**config.mk**
```make
export PLATFORM = sky130hd
export DESIGN_NAME = mem_arbiter
export DESIGN_NICKNAME = d
export VERILOG_FILES = /design/src/rtl/mem_arbiter.sv
export SDC_FILE = /design/constraint.sdc
export NUM_CORES = 1
export LEC_CHECK = 0
export ABC_AREA = 1
export BUFFER_PORTS_ARGS = -buffer_cell sky130_fd_sc_hd__buf_4
export CORE_AREA = 2 2 183 185
export DETAILED_ROUTE_END_ITERATION = 10
export DIE_AREA = 0 0 185 187
export PLACE_DENSITY = 0.54
export SLEW_MARGIN = 0
export SYNTH_ARGS = -nofsm -noshare
export SYNTH_HDL_FRONTEND = slang
export SYNTH_SLANG_ARGS = --single-unit
```
**constraint.sdc**
```tcl
create_clock -name iClock -period 1.9 [get_ports iClock]
set_clock_uncertainty 0.1 [all_clocks]
set_input_delay 0.095 -clock iClock [delete_from_list [all_inputs] [get_ports iClock]]
set_output_delay 0.095 -clock iClock [all_outputs]
set_load 0.005 [all_outputs]
```
**src/rtl/mem_arbiter.sv**
```systemverilog
// Two-port memory arbiter: IFU fetches and LSU loads/stores share one memory.
// One transaction in flight; LSU favoured unless the IFU has been starved.
module mem_arbiter #(
  parameter int DATA_W     = 64,
  parameter int BYT_W      = 8,
  parameter int MEM_LAT    = 1,
  parameter int STARVE_MAX = 4
) (
  input  logic              iClock,
  input  logic              iReset,
  input  logic              pIfu_iReq,
  input  logic [DATA_W-1:0] pIfu_iAddr,
  output logic              pIfu_oGnt,
  output logic              pIfu_oRspVld,
  input  logic              pLsu_iReq,
  input  logic              pLsu_iWrEn,
  input  logic [DATA_W-1:0] pLsu_iAddr,
  input  logic [DATA_W-1:0] pLsu_iWrData,
  input  logic [BYT_W-1:0]  pLsu_iWrByt,
  output logic              pLsu_oGnt,
  output logic              pLsu_oRspVld,
  output logic [DATA_W-1:0] pArb_oRdData,
  output logic              pMem_oRdEn,
  output logic              pMem_oWrEn,
  output logic [DATA_W-1:0] pMem_oAddr,
  output logic [DATA_W-1:0] pMem_oWrData,
  output logic [BYT_W-1:0]  pMem_oWrByt,
  input  logic [DATA_W-1:0] pMem_iRdData
);

  localparam int LW = (MEM_LAT > 1) ? $clog2(MEM_LAT) : 1;
  localparam int SW = $clog2(STARVE_MAX + 1);

  typedef enum logic [1:0] {
    IDLE,
    ACCESS,
    RESP
  } state_t;

  state_t        state;
  logic [LW-1:0] lat_cnt;
  logic [SW-1:0] starve_cnt;
  logic          src_lsu;
  logic          we;
  logic          starved;
  logic          ifu_win;
  logic          lsu_win;
  logic          we_next;

  assign starved = (starve_cnt >= SW'(STARVE_MAX));

  // Grant is combinational so the requester sees acceptance this cycle.
  always_comb begin
    ifu_win = 1'b0;
    lsu_win = 1'b0;
    if (state == IDLE && !iReset) begin
      if (pLsu_iReq && !(pIfu_iReq && starved))
        lsu_win = 1'b1;
      else if (pIfu_iReq)
        ifu_win = 1'b1;
    end
  end

  assign pIfu_oGnt = ifu_win;
  assign pLsu_oGnt = lsu_win;
  assign we_next   = lsu_win & pLsu_iWrEn;

  always_ff @(posedge iClock) begin
    if (iReset) begin
      state        <= IDLE;
      lat_cnt      <= '0;
      starve_cnt   <= '0;
      src_lsu      <= 1'b0;
      we           <= 1'b0;
      pIfu_oRspVld <= 1'b0;
      pLsu_oRspVld <= 1'b0;
      pArb_oRdData <= '0;
      pMem_oRdEn   <= 1'b0;
      pMem_oWrEn   <= 1'b0;
      pMem_oAddr   <= '0;
      pMem_oWrData <= '0;
      pMem_oWrByt  <= '0;
    end else begin
      pIfu_oRspVld <= 1'b0;
      pLsu_oRspVld <= 1'b0;
      pMem_oWrEn   <= 1'b0;
      case (state)
        IDLE: begin
          if (ifu_win || lsu_win) begin
            state        <= ACCESS;
            src_lsu      <= lsu_win;
            we           <= we_next;
            lat_cnt      <= LW'(MEM_LAT - 1);
            pMem_oRdEn   <= ~we_next;
            pMem_oWrEn   <= we_next;
            pMem_oAddr   <= lsu_win ? pLsu_iAddr : pIfu_iAddr;
            pMem_oWrData <= lsu_win ? pLsu_iWrData : '0;
            pMem_oWrByt  <= lsu_win ? pLsu_iWrByt : '0;
            if (ifu_win)
              starve_cnt <= '0;
            else if (pIfu_iReq && !starved)
              starve_cnt <= starve_cnt + 1'b1;
          end
        end
        ACCESS: begin
          if (lat_cnt == '0) begin
            state        <= RESP;
            pMem_oRdEn   <= 1'b0;
            pIfu_oRspVld <= ~src_lsu;
            pLsu_oRspVld <= src_lsu;
            if (!we)
              pArb_oRdData <= pMem_iRdData;
          end else begin
            lat_cnt <= lat_cnt - 1'b1;
          end
        end
        RESP: state <= IDLE;
        default: state <= IDLE;
      endcase
    end
  end

endmodule
```
==> results.tsv, run 1 <==
metric	value	unit
status	complete, no violations	
RSZ-0062 raised after global routing	false	
DIE WIDTH	185	µm
CTS sink cnt	211	
minimum clock period	1.83	ns
DRT iter0 DRCs	472	
Yosys top cell area share	45.9	%
grt ovf	0	
Static Leak	8.03	nW
hold_sp	pLsu_iWrData[2]	
Post-synth top flop	dfxtp_1	
pre-CTS WS	0.230	ns
cell class contributing the biggest share of worst-path delay	buffers and inverters	
Post-Place Cells	2119	
Synth area leaders	dfxtp_1 (46%), o21bai_1 (10%), nand2_1 (8.5%), nor2_1 (8.1%), nand3_1 (7.6%)	
Final Util	50.8	%
final antenna diode count	0	
NumNets Final	2241	
area of the multi-input gates	3990	µm²
Distinct cells, synth	20	
worst min path class	in2reg	
slowest CP cell	dlygate4sd3_1	
Setup CP Type	in2out	
filler instances	3164	
synthesis-stage register bit count	211	
syn nets	1543	
placed cell area	13200	µm²
Hold Crit Depth	4	
final setup margin	0.0726	ns
FFs w/ async S/R, synth	0	%
Final Slew Violations	0	
Arr. time, crit path	1.63	ns
CP max FO	16	
WL final	36.7	mm
drt wl/cell	15.1	µm
first-pass GRT wire length	56.5	mm
DRC	0	
setup_tns	0	ns
die height	187	µm
All-Layer GR Usage	20.1	%
Max Clk Rate	547	MHz
Synth Warn #	0	
CTS tree	built	
CTS clk-pin slew, worst paths	0.05	ns
TritonCTS Buffers	26	
WP buf/inv	5	
total power	12.2	mW
Layout area overhead	81.5	%
most frequent cell after synthesis	dfxtp_1	
final cell count without fillers	2434	
vias per inst	4.48	
Critical Path RT	1.70	ns
Starting Density	28.0	%
routability-driven placement congestion ratio	0.801	
fin crit share	96.2	%
relative slew slack	41.8	%
initial antenna violation count	2	
CP endpoint kind	primary output	
maximum vdd ir drop	0.000554	V
I/O Buffers	474	
clock insertion delay at the later pin of the skew report	0.53	ns
max_cap viols	0	
final instance area	16700	µm²
final hold viol count	0	
Core Area	32900	µm²
crit-path cells	dlygate4sd3_1, buf_4, nand2_1, nand2_4, nor2_4, buf_12, buf_12, buf_4	
H-tree depth	1	
DIE AREA	34600	µm²
Synth area leader	dfxtp_1	
post-route ant nets	0	
layout cells sized above 1	27.6	%
drt pass-1 iters	6	
Max clock buf depth	3	
crit path launch type	primary input	
io pins	475	
most instantiated cells after synthesis	dfxtp_1 (211), nand2_1 (208), nor2_1 (198)	
worst reg2reg path depth	8	
final setup vio count	0	
# rows	67	
reg2reg setup slack	0.13	ns
Cells after Synth	1273	
Post-Syn Area	9200	µm²
register area share after synthesis	45.9	%
Slew @ Worst Pin	0.873	ns
Post-synth EDFFs	0	
Worst Hold Path EP	pMem_oWrData[2]$_SDFFE_PP0P_	
CP peak stage delay	0.58	ns
routed vias	10900	
reg2reg start	starve_cnt[2]$_SDFFE_PP0P_	
R2R Path End	pMem_oWrData[36]$_SDFFE_PP0P_	
CTS Root Cell	clkbuf_16	
vias in the first global route	10900	
pwr dens	728	nW/µm²
synthesized area per cell	7.22	µm²
largest net degree at the start of global routing	189	
final hold slack	0.290	ns
storage element area	4220	µm²
post-DP HPWL	23.1	mm
power breakdown:
part	switching (mW)	total, mW	leakage (nW)	internal (mW)
Combinational	1.15	2.61	5.92	1.46
Sequential	0.158	4.88	1.73	4.72
Clock	1.88	4.67	0.384	2.79
Total	3.19	12.2	8.03	8.97
layout make-up:
| class | instances | area share (%) |
|---|---|---|
| Clock buffer | 38 | 4.41 |
| Multi-Input combinational cell | 822 | 23.9 |
| Tap cell | 448 | 3.36 |
| Sequential cell | 211 | 25.3 |
| Inverter | 138 | 3.10 |
| Clock inverter | 5 | 0.315 |
| Timing Repair Buffer | 772 | 39.6 |
how the worst max path moves through the flow:
stage,cells past startpoint,to,slack (ns),start
4_1_cts,7,pIfu_oGnt,0.02,state[1]$_SDFFE_PP0P_
3_5_place_dp,7,pMem_oAddr[48]$_SDFFE_PP0P_,0.23,state[1]$_SDFFE_PP0P_
6_report,8,pLsu_oGnt,0.07,pIfu_iReq
2_1_floorplan,8,pMem_oAddr[10]$_SDFFE_PP0P_,0.50,state[1]$_SDFFE_PP0P_
5_1_grt,8,pMem_oAddr[4]$_SDFFE_PP0P_,0.003,state[1]$_SDFFE_PP0P_
3_3_place_gp,7,pMem_oAddr[48]$_SDFFE_PP0P_,0.26,state[1]$_SDFFE_PP0P_
worst min-delay path: stages:
cell	delay, ns
dlygate4sd3_1	0.54
buf_4	0.13
nand2_1	0.05
a21oi_1	0.05
sequential cells by signal, summed over array words and instances, names as in the netlist, 2 cells and up:
register and cells:
pArb_oRdData 64, starve_cnt 3, pMem_oWrByt 8, pMem_oAddr 64
state 2, pMem_oWrData 64
what timing repair did:
| item | CTS | global route |
|---|---|---|
| cloned | 1 | 0 |
| endpoints found under the hold margin | 207 | 0 |
| setup buffers | 3 | 0 |
| hold buffers | 268 | 0 |
| endpoints found under the setup margin | 2 | 3 |
| pin swaps | 2 | 2 |
| gates resized for setup | 2 | 2 |
cells in the final DEF, fill, tap and decap left out, types with 3 or more instances in the layout:
cell and n:
buf_12 9, dlygate4sd3_1 268, clkinv_2 3, nand3_1 139, nor2_1 196, inv_1 135, o21bai_1 128, buf_4 493
dfxtp_1 211, clkbuf_1 9, clkbuf_16 27, a21oi_1 139, nand2_1 206, inv_2 3
cells by family (layout without fill, tap and decap cells):
group / Yosys count / in the layout / share of synthesized area, %
AO/OA/AOI/OAI: 269 / 269 / 18.2
XOR/XNOR: 1 / 1 / 0.0953
adder cells (fa/ha/maj): 1 / 1 / 0.136
buffers and inverters: 240 / 953 / 11.1
flip-flops: 211 / 211 / 45.9
AND/OR/NAND/NOR: 551 / 551 / 24.5
routing by layer:
| layer | part of all wire [%] | track usage (%) | wire [µm] | vias up |
|---|---|---|---|---|
| met5 | 0.052 | 0 | 19 | - |
| met4 | 4.9 | 9.00 | 1810 | 4 |
| met3 | 6.7 | 4.56 | 2440 | 107 |
| met2 | 48 | 34.9 | 17600 | 383 |
| met1 | 40 | 23.4 | 14800 | 4981 |
| li1 | - | - | - | 5441 |
Note: power is estimated with default switching activity, not from simulation.
==> inputs of run 2 (changes only) <==
Settings changed: PLACE_DENSITY 0.54 to 0.59.
==> run 2 against run 1 <==
Register-to-register slack worse by 0.02 ns; critical path depth shrank 2; sequential cell count stayed put; non-clock buffer count grew 13; clock-buffer cell count rose by 3; largest power group is now clock; cell count up 0.82%; routed wire length grew 4.7%; highest routed layer unchanged; power increased by 3.2%; core utilization grew 0.82 points; die area stayed put.
==> results.tsv, run 2 (synthesized netlist as in run 1, its figures left out) <==
metric	value	unit	change
Sw Pwr	3.30	mW	was 3.19 mW
Seq pwr share	38.9	%	was 40.1%
io pins	475		unchanged
cell class contributing the biggest share of worst-path delay	buffers and inverters		unchanged
Starting Density	28.0	%	unchanged
WL final	38.4	mm	was 36.7 mm
Crit path depth	6		was 8
status	complete, no violations		unchanged
CP endpoint kind	flop		was primary output
fin crit share	94.1	%	was 96.2%
first-pass GRT wire length	58.4	mm	was 56.5 mm
Setup CP Type	reg2reg		was in2out
clock group share of total power	39.3	%	was 38.4%
Layout area overhead	84.4	%	was 81.5%
Static Leak	8.18	nW	was 8.03 nW
minimum clock period	1.79	ns	was 1.83 ns
filler instances	3058		was 3,164
internal power	9.25	mW	was 8.97 mW
reg2reg start	state[1]$_SDFFE_PP0P_		was starve_cnt[2]$_SDFFE_PP0P_
# rows	67		unchanged
DIE AREA	34600	µm²	unchanged
CTS tree	built		unchanged
Arr. time, crit path	2.11	ns	was 1.63 ns
most frequent cells in the layout	buf_4 (501), dlygate4sd3_1 (268), dfxtp_1 (210)		was buf_4 (493), dlygate4sd3_1 (268), dfxtp_1 (211)
Slew @ Worst Pin	1.12	ns	was 0.873 ns
clock insertion delay at the later pin of the skew report	0.53	ns	about the same
Top Registers	pArb_oRdData x64, pMem_oAddr x64, pMem_oWrData x64		unchanged
final hold viol count	0		unchanged
drt wl/cell	15.6	µm	was 15.1 µm
reg2reg setup slack	0.11	ns	was 0.13 ns
CP peak stage delay	0.37	ns	was 0.58 ns
RSZ-0062 raised after global routing	true		was false
DIE WIDTH	185	µm	unchanged
initial antenna violation count	4		was 2
CTS sink cnt	211		unchanged
post-DP HPWL	22.9	mm	was 23.1 mm
Core Area	32900	µm²	unchanged
CTS clk-pin slew, worst paths	0.06	ns	was 0.05 ns
pwr dens	740	nW/µm²	was 728 nW/µm²
final setup vio count	0		unchanged
CTS Root Cell	clkbuf_16		unchanged
WP buf/inv	2		was 5
DRT iter0 DRCs	409		was 472
TritonCTS Buffers	26		unchanged
Hold Crit Depth	4		unchanged
vias in the first global route	11200		was 10.9k
DRC	0		unchanged
vias per inst	4.55		was 4.48
relative slew slack	25.3	%	was 41.8%
final instance area	17000	µm²	was 16,700 µm²
part of the power in combinational logic	21.8	%	was 21.5%
Worst Hold Path EP	pMem_oWrData[55]$_SDFFE_PP0P_		was pMem_oWrData[2]$_SDFFE_PP0P_
R2R Path End	pMem_oWrData[42]$_SDFFE_PP0P_		was pMem_oWrData[36]$_SDFFE_PP0P_
area of the multi-input gates	3990	µm²	unchanged
post-route ant nets	0		unchanged
drt pass-1 iters	5		was 6
die height	187	µm	unchanged
routability-driven placement congestion ratio	0.793		was 0.801
final hold slack	0.276	ns	was 0.290 ns
routed vias	11200		was 10.9k
most common cell after layout, fill and taps aside	buf_4		unchanged
slowest CP cell	buf_12		was dlygate4sd3_1
Max Clk Rate	559	MHz	was 547 MHz
grt ovf	0		unchanged
Final Slew Violations	0		unchanged
crit-path cells	nor2_2, buf_4, nand4_1, buf_12, nand3_1, a21oi_1		was dlygate4sd3_1, buf_4, nand2_1, nand2_4, nor2_4, buf_12, buf_12, buf_4
worst min path class	in2reg		unchanged
layout cells sized above 1	28.4	%	was 27.6%
hold_sp	pLsu_iWrData[55]		was pLsu_iWrData[2]
largest net degree at the start of global routing	207		was 189
crit path launch type	flop		was primary input
max_cap viols	0		unchanged
Max clock buf depth	3		unchanged
I/O Buffers	474		unchanged
placed cell area	13200	µm²	about the same
storage element area	4230	µm²	was 4220 µm²
Critical Path RT	2.22	ns	was 1.70 ns
maximum vdd ir drop	0.000678	V	was 0.000554 V
NumNets Final	2254		was 2,241
H-tree depth	1		unchanged
worst reg2reg path depth	6		was 8
switching portion of total power	26.3	%	was 26.2%
All-Layer GR Usage	20.9	%	was 20.1%
CP max FO	120		was 16
-- run 2: cell types whose count changed in the layout (fill, tap and decap cells not counted), moves of 2 or more --
| cell | before | now |
|---|---|---|
| clkbuf_16 | 27 | 29 |
| clkbuf_1 | 9 | 7 |
| bufbuf_16 | 1 | 3 |
| diode_2 | 0 | 3 |
| buf_4 | 493 | 501 |
| clkbuf_8 | 2 | 7 |
-- run 2: tightest hold or removal path, stage by stage --
cell and delay, ns:
dlygate4sd3_1 0.53, buf_4 0.13, nand2_1 0.05, a21oi_1 0.05
-- run 2: worst max path at each step --
stage | from | to | slack, ns
6_report | state[1]$_SDFFE_PP0P_ | pMem_oWrData[42]$_SDFFE_PP0P_ | 0.11
5_1_grt | starve_cnt[2]$_SDFFE_PP0P_ | pIfu_oGnt | -0.004
4_1_cts | state[1]$_SDFFE_PP0P_ | pLsu_oGnt | 0.01
3_5_place_dp | state[1]$_SDFFE_PP0P_ | pMem_oAddr[49]$_SDFFE_PP0P_ | 0.16
3_3_place_gp | state[1]$_SDFFE_PP0P_ | pMem_oRdEn$_SDFFE_PP0P_ | 0.19
2_1_floorplan | state[1]$_SDFFE_PP0P_ | pMem_oAddr[10]$_SDFFE_PP0P_ | 0.50
-- run 2: power groups by stage --
stage	Combinational, mW	Sequential [mW]	Clock, mW
after floorplan	0.932	4.98	0
after global placement	2.14	4.96	0
after detailed placement	2.15	4.97	0
after CTS	2.68	4.88	5.09
after global routing	2.96	4.92	5.26
final	2.73	4.88	4.93
-- run 2: layout make-up --
| class | count | area share (%) |
|---|---|---|
| Antenna cell | 3 | 0.0443 |
| Timing Repair Buffer | 785 | 40.1 |
| Tap cell | 448 | 3.30 |
| Inverter | 138 | 3.05 |
| Clock inverter | 6 | 0.339 |
| Clock buffer | 41 | 4.71 |
| Sequential cell | 211 | 24.9 |
| Multi-Input combinational cell | 822 | 23.5 |
-- run 2: what timing repair did --
item                       CTS  global route
hold buffers               268             0
pin swaps                    2             2
hold endpoints to repair   208             0
gates resized for setup      5             2
setup buffers                3             4
cloned                       3             2
setup endpoints to repair    2            13
-- run 2: stage by stage --
| step | power (mW) | utilization (%) | std cells | setup TNS [ns] | setup slack (ns) |
|---|---|---|---|---|---|
| global placement | 7.10 | 40.2 | 2124 | 0 | 0.192 |
| floorplan | 5.91 | - | 1273 | 0 | 0.504 |
| CTS | 12.6 | 51.3 | 2445 | 0 | 0.0136 |
| global route | 13.1 | 51.6 | 2454 | -0.00437 | -0.00437 |
| detailed placement | 7.12 | 40.2 | 2124 | 0 | 0.163 |
| finish | 12.5 | 51.6 | 2454 | 0 | 0.111 |
-- run 2: layer usage --
metal / global-route usage, % / part of all wire [%] / vias up
li1: - / - / 5469
met4: 9.95 / 5.0 / 2
met1: 24.3 / 40 / 5084
met2: 35.4 / 47 / 481
met3: 5.45 / 7.7 / 120
met5: 0 / 0.029 / -
==> inputs of run 3 (changes only) <==
Settings changed: BUFFER_PORTS_ARGS -buffer_cell sky130_fd_sc_hd__buf_4 to -buffer_cell sky130_fd_sc_hd__buf_2.
==> run 3 against run 2 <==
Core utilization decreased by 4.0 points; sequential share of layout area increased by 2.1 points; combinational power decreased by 15%; clock-buffer cell count decreased by 4; worst hold slack got worse by 0.25 ns; setup slack got worse by 0.015 ns; power decreased by 1.8%; non-clock buffer count decreased by 18; largest power group unchanged.
==> results.tsv, run 3 (synthesized netlist as in run 1, its figures left out) <==
metric	value	unit	change
drt wl/cell	15.0	µm	was 15.6 µm
Sw Pwr	3.28	mW	was 3.30 mW
H-tree depth	1		unchanged
CTS tree	built		unchanged
CP endpoint kind	primary output		was flop
worst min path class	in2reg		unchanged
Slew @ Worst Pin	1.05	ns	was 1.12 ns
layout cells sized above 1	27.9	%	was 28.4%
pwr dens	788	nW/µm²	was 740 nW/µm²
DRC	0		unchanged
# rows	67		unchanged
crit-path cells	nor2_4, nand2_4, nor2_4, buf_12, buf_2		was nor2_2, buf_4, nand4_1, buf_12, nand3_1, a21oi_1
final hold viol count	0		unchanged
part of the power in combinational logic	18.8	%	was 21.8%
WP buf/inv	2		unchanged
I/O Buffers	474		unchanged
cell class contributing the biggest share of worst-path delay	simple AND/OR/NAND/NOR gates		was buffers and inverters
CTS clk-pin slew, worst paths	0.06	ns	about the same
CTS sink cnt	211		unchanged
relative slew slack	29.8	%	was 25.3%
largest net degree at the start of global routing	207		unchanged
Top Registers	pArb_oRdData x64, pMem_oAddr x64, pMem_oWrData x64		unchanged
most used cell along the critical path	nor2_4		
Post-Place Cells	2116		was 2,124
slowest CP cell	dfxtp_1		was buf_12
Layout area overhead	70.1	%	was 84.4%
Starting Density	28.0	%	unchanged
vias in the first global route	11300		was 11.2k
Core Area	32900	µm²	unchanged
CP max FO	10		was 120
Final Slew Violations	0		unchanged
fin crit share	94.9	%	was 94.1%
routability-driven placement congestion ratio	0.842		was 0.793
CTS Root Cell	clkbuf_16		unchanged
DIE WIDTH	185	µm	unchanged
first-pass GRT wire length	56.4	mm	was 58.4 mm
drt pass-1 iters	5		unchanged
most frequent cells in the layout	buf_2 (473), dlygate4sd3_1 (267), dfxtp_1 (211)		was buf_4 (501), dlygate4sd3_1 (268), dfxtp_1 (210)
crit path launch type	flop		unchanged
setup_tns	0	ns	unchanged
initial antenna violation count	4		unchanged
vias per inst	4.57		was 4.55
die height	187	µm	unchanged
max_cap viols	0		unchanged
TritonCTS Buffers	26		unchanged
routed vias	11100		was 11.2k
Setup CP Type	reg2out		was reg2reg
Final Util	47.6	%	was 51.6%
final hold slack	0.0311	ns	was 0.276 ns
maximum vdd ir drop	0.000609	V	was 0.000678 V
switching portion of total power	26.6	%	was 26.3%
clock group share of total power	41.7	%	was 39.3%
status	complete, no violations		unchanged
Critical Path RT	1.70	ns	was 2.22 ns
Max clock buf depth	3		unchanged
All-Layer GR Usage	19.9	%	was 20.9%
WL final	36.5	mm	was 38.4 mm
DRT iter0 DRCs	511		was 409
most common cell after layout, fill and taps aside	buf_2		was buf_4
post-DP HPWL	21.7	mm	was 22.9 mm
Seq pwr share	39.6	%	was 38.9%
minimum clock period	1.80	ns	was 1.79 ns
post-route ant nets	0		unchanged
Arr. time, crit path	1.61	ns	was 2.11 ns
DIE AREA	34600	µm²	unchanged
grt ovf	0		unchanged
io pins	475		unchanged
internal power	9.04	mW	was 9.25 mW
final setup vio count	0		unchanged
clock insertion delay at the later pin of the skew report	0.52	ns	was 0.53 ns
NumNets Final	2236		was 2,254
Max Clk Rate	554	MHz	was 559 MHz
final cell count without fillers	2437		was 2,454
Static Leak	7.85	nW	was 8.18 nW
CP peak stage delay	0.35	ns	was 0.37 ns
run 3: worst reg2reg max path, delay by kind of cell, from the launching register on:
| family | cells | cell delay (ns) |
|---|---|---|
| compound gates | 1 | 0.17 |
| simple gates | 4 | 0.50 |
| buf+inv | 2 | 0.48 |
| flops | 1 | 0.35 |
run 3: timing repair:
| action | 4_1_cts | 5_1_grt |
|---|---|---|
| resized for setup | 2 | 4 |
| pin swaps | 1 | 2 |
| hold buffers | 267 | 0 |
| setup buffers | 1 | 1 |
| endpoints found under the hold margin | 207 | 0 |
| endpoints found under the setup margin | 2 | 3 |
| gates cloned | 1 | 1 |
run 3: final timing paths:
| kind | cells after the start | to | slack, ns | start |
|---|---|---|---|---|
| worst max register to register | 7 | pMem_oWrData[19]$_SDFFE_PP0P_ | 0.20 | state[1]$_SDFFE_PP0P_ |
| worst max-delay path | 5 | pLsu_oGnt | 0.1 | state[1]$_SDFFE_PP0P_ |
| worst min-delay path | 4 | state[0]$_SDFFE_PP0P_ | 0.03 | pLsu_iReq |
| worst min register to register | 1 | pIfu_oRspVld$_SDFF_PP0_ | 0.34 | src_lsu$_SDFFE_PP0P_ |
run 3: per-layer routing:
| layer | GRT usage, % | vias up | wire (µm) |
|---|---|---|---|
| li1 | - | 5442 | - |
| met1 | 22.2 | 5062 | 14300 |
| met2 | 34.3 | 483 | 17400 |
| met3 | 4.91 | 144 | 2630 |
| met4 | 11.2 | 2 | 2200 |
| met5 | 0 | - | 9 |
run 3: stage by stage:
stage          total power, mW  setup slack (ns)  cell area [µm²]
3_5_place_dp              6.77             0.145            12000
2_1_floorplan             5.91             0.504             9200
3_3_place_gp              6.74             0.175            12000
5_1_grt                   12.9           -0.0143            15600
6_report                  12.3            0.0963            15600
4_1_cts                   12.4           0.00157            15600
run 3: final cells by class:
class / instances / area (µm²)
Fill cell: 3122 / 17200
Timing Repair Buffer: 767 / 5430
Sequential cell: 211 / 4220
Multi-Input combinational cell: 822 / 4000
Clock buffer: 37 / 783
Tap cell: 448 / 561
Inverter: 138 / 518
Clock inverter: 11 / 119
Antenna cell: 3 / 7.51
run 3: power by group through the flow:
| stage | Sequential, mW | Clock, mW | Combinational, mW |
|---|---|---|---|
| 2_1_floorplan | 4.98 | 0 | 0.932 |
| 3_3_place_gp | 4.95 | 0 | 1.79 |
| 3_5_place_dp | 4.96 | 0 | 1.81 |
| 4_1_cts | 4.87 | 5.28 | 2.27 |
| 5_1_grt | 4.90 | 5.46 | 2.55 |
| 6_report | 4.87 | 5.13 | 2.31 |
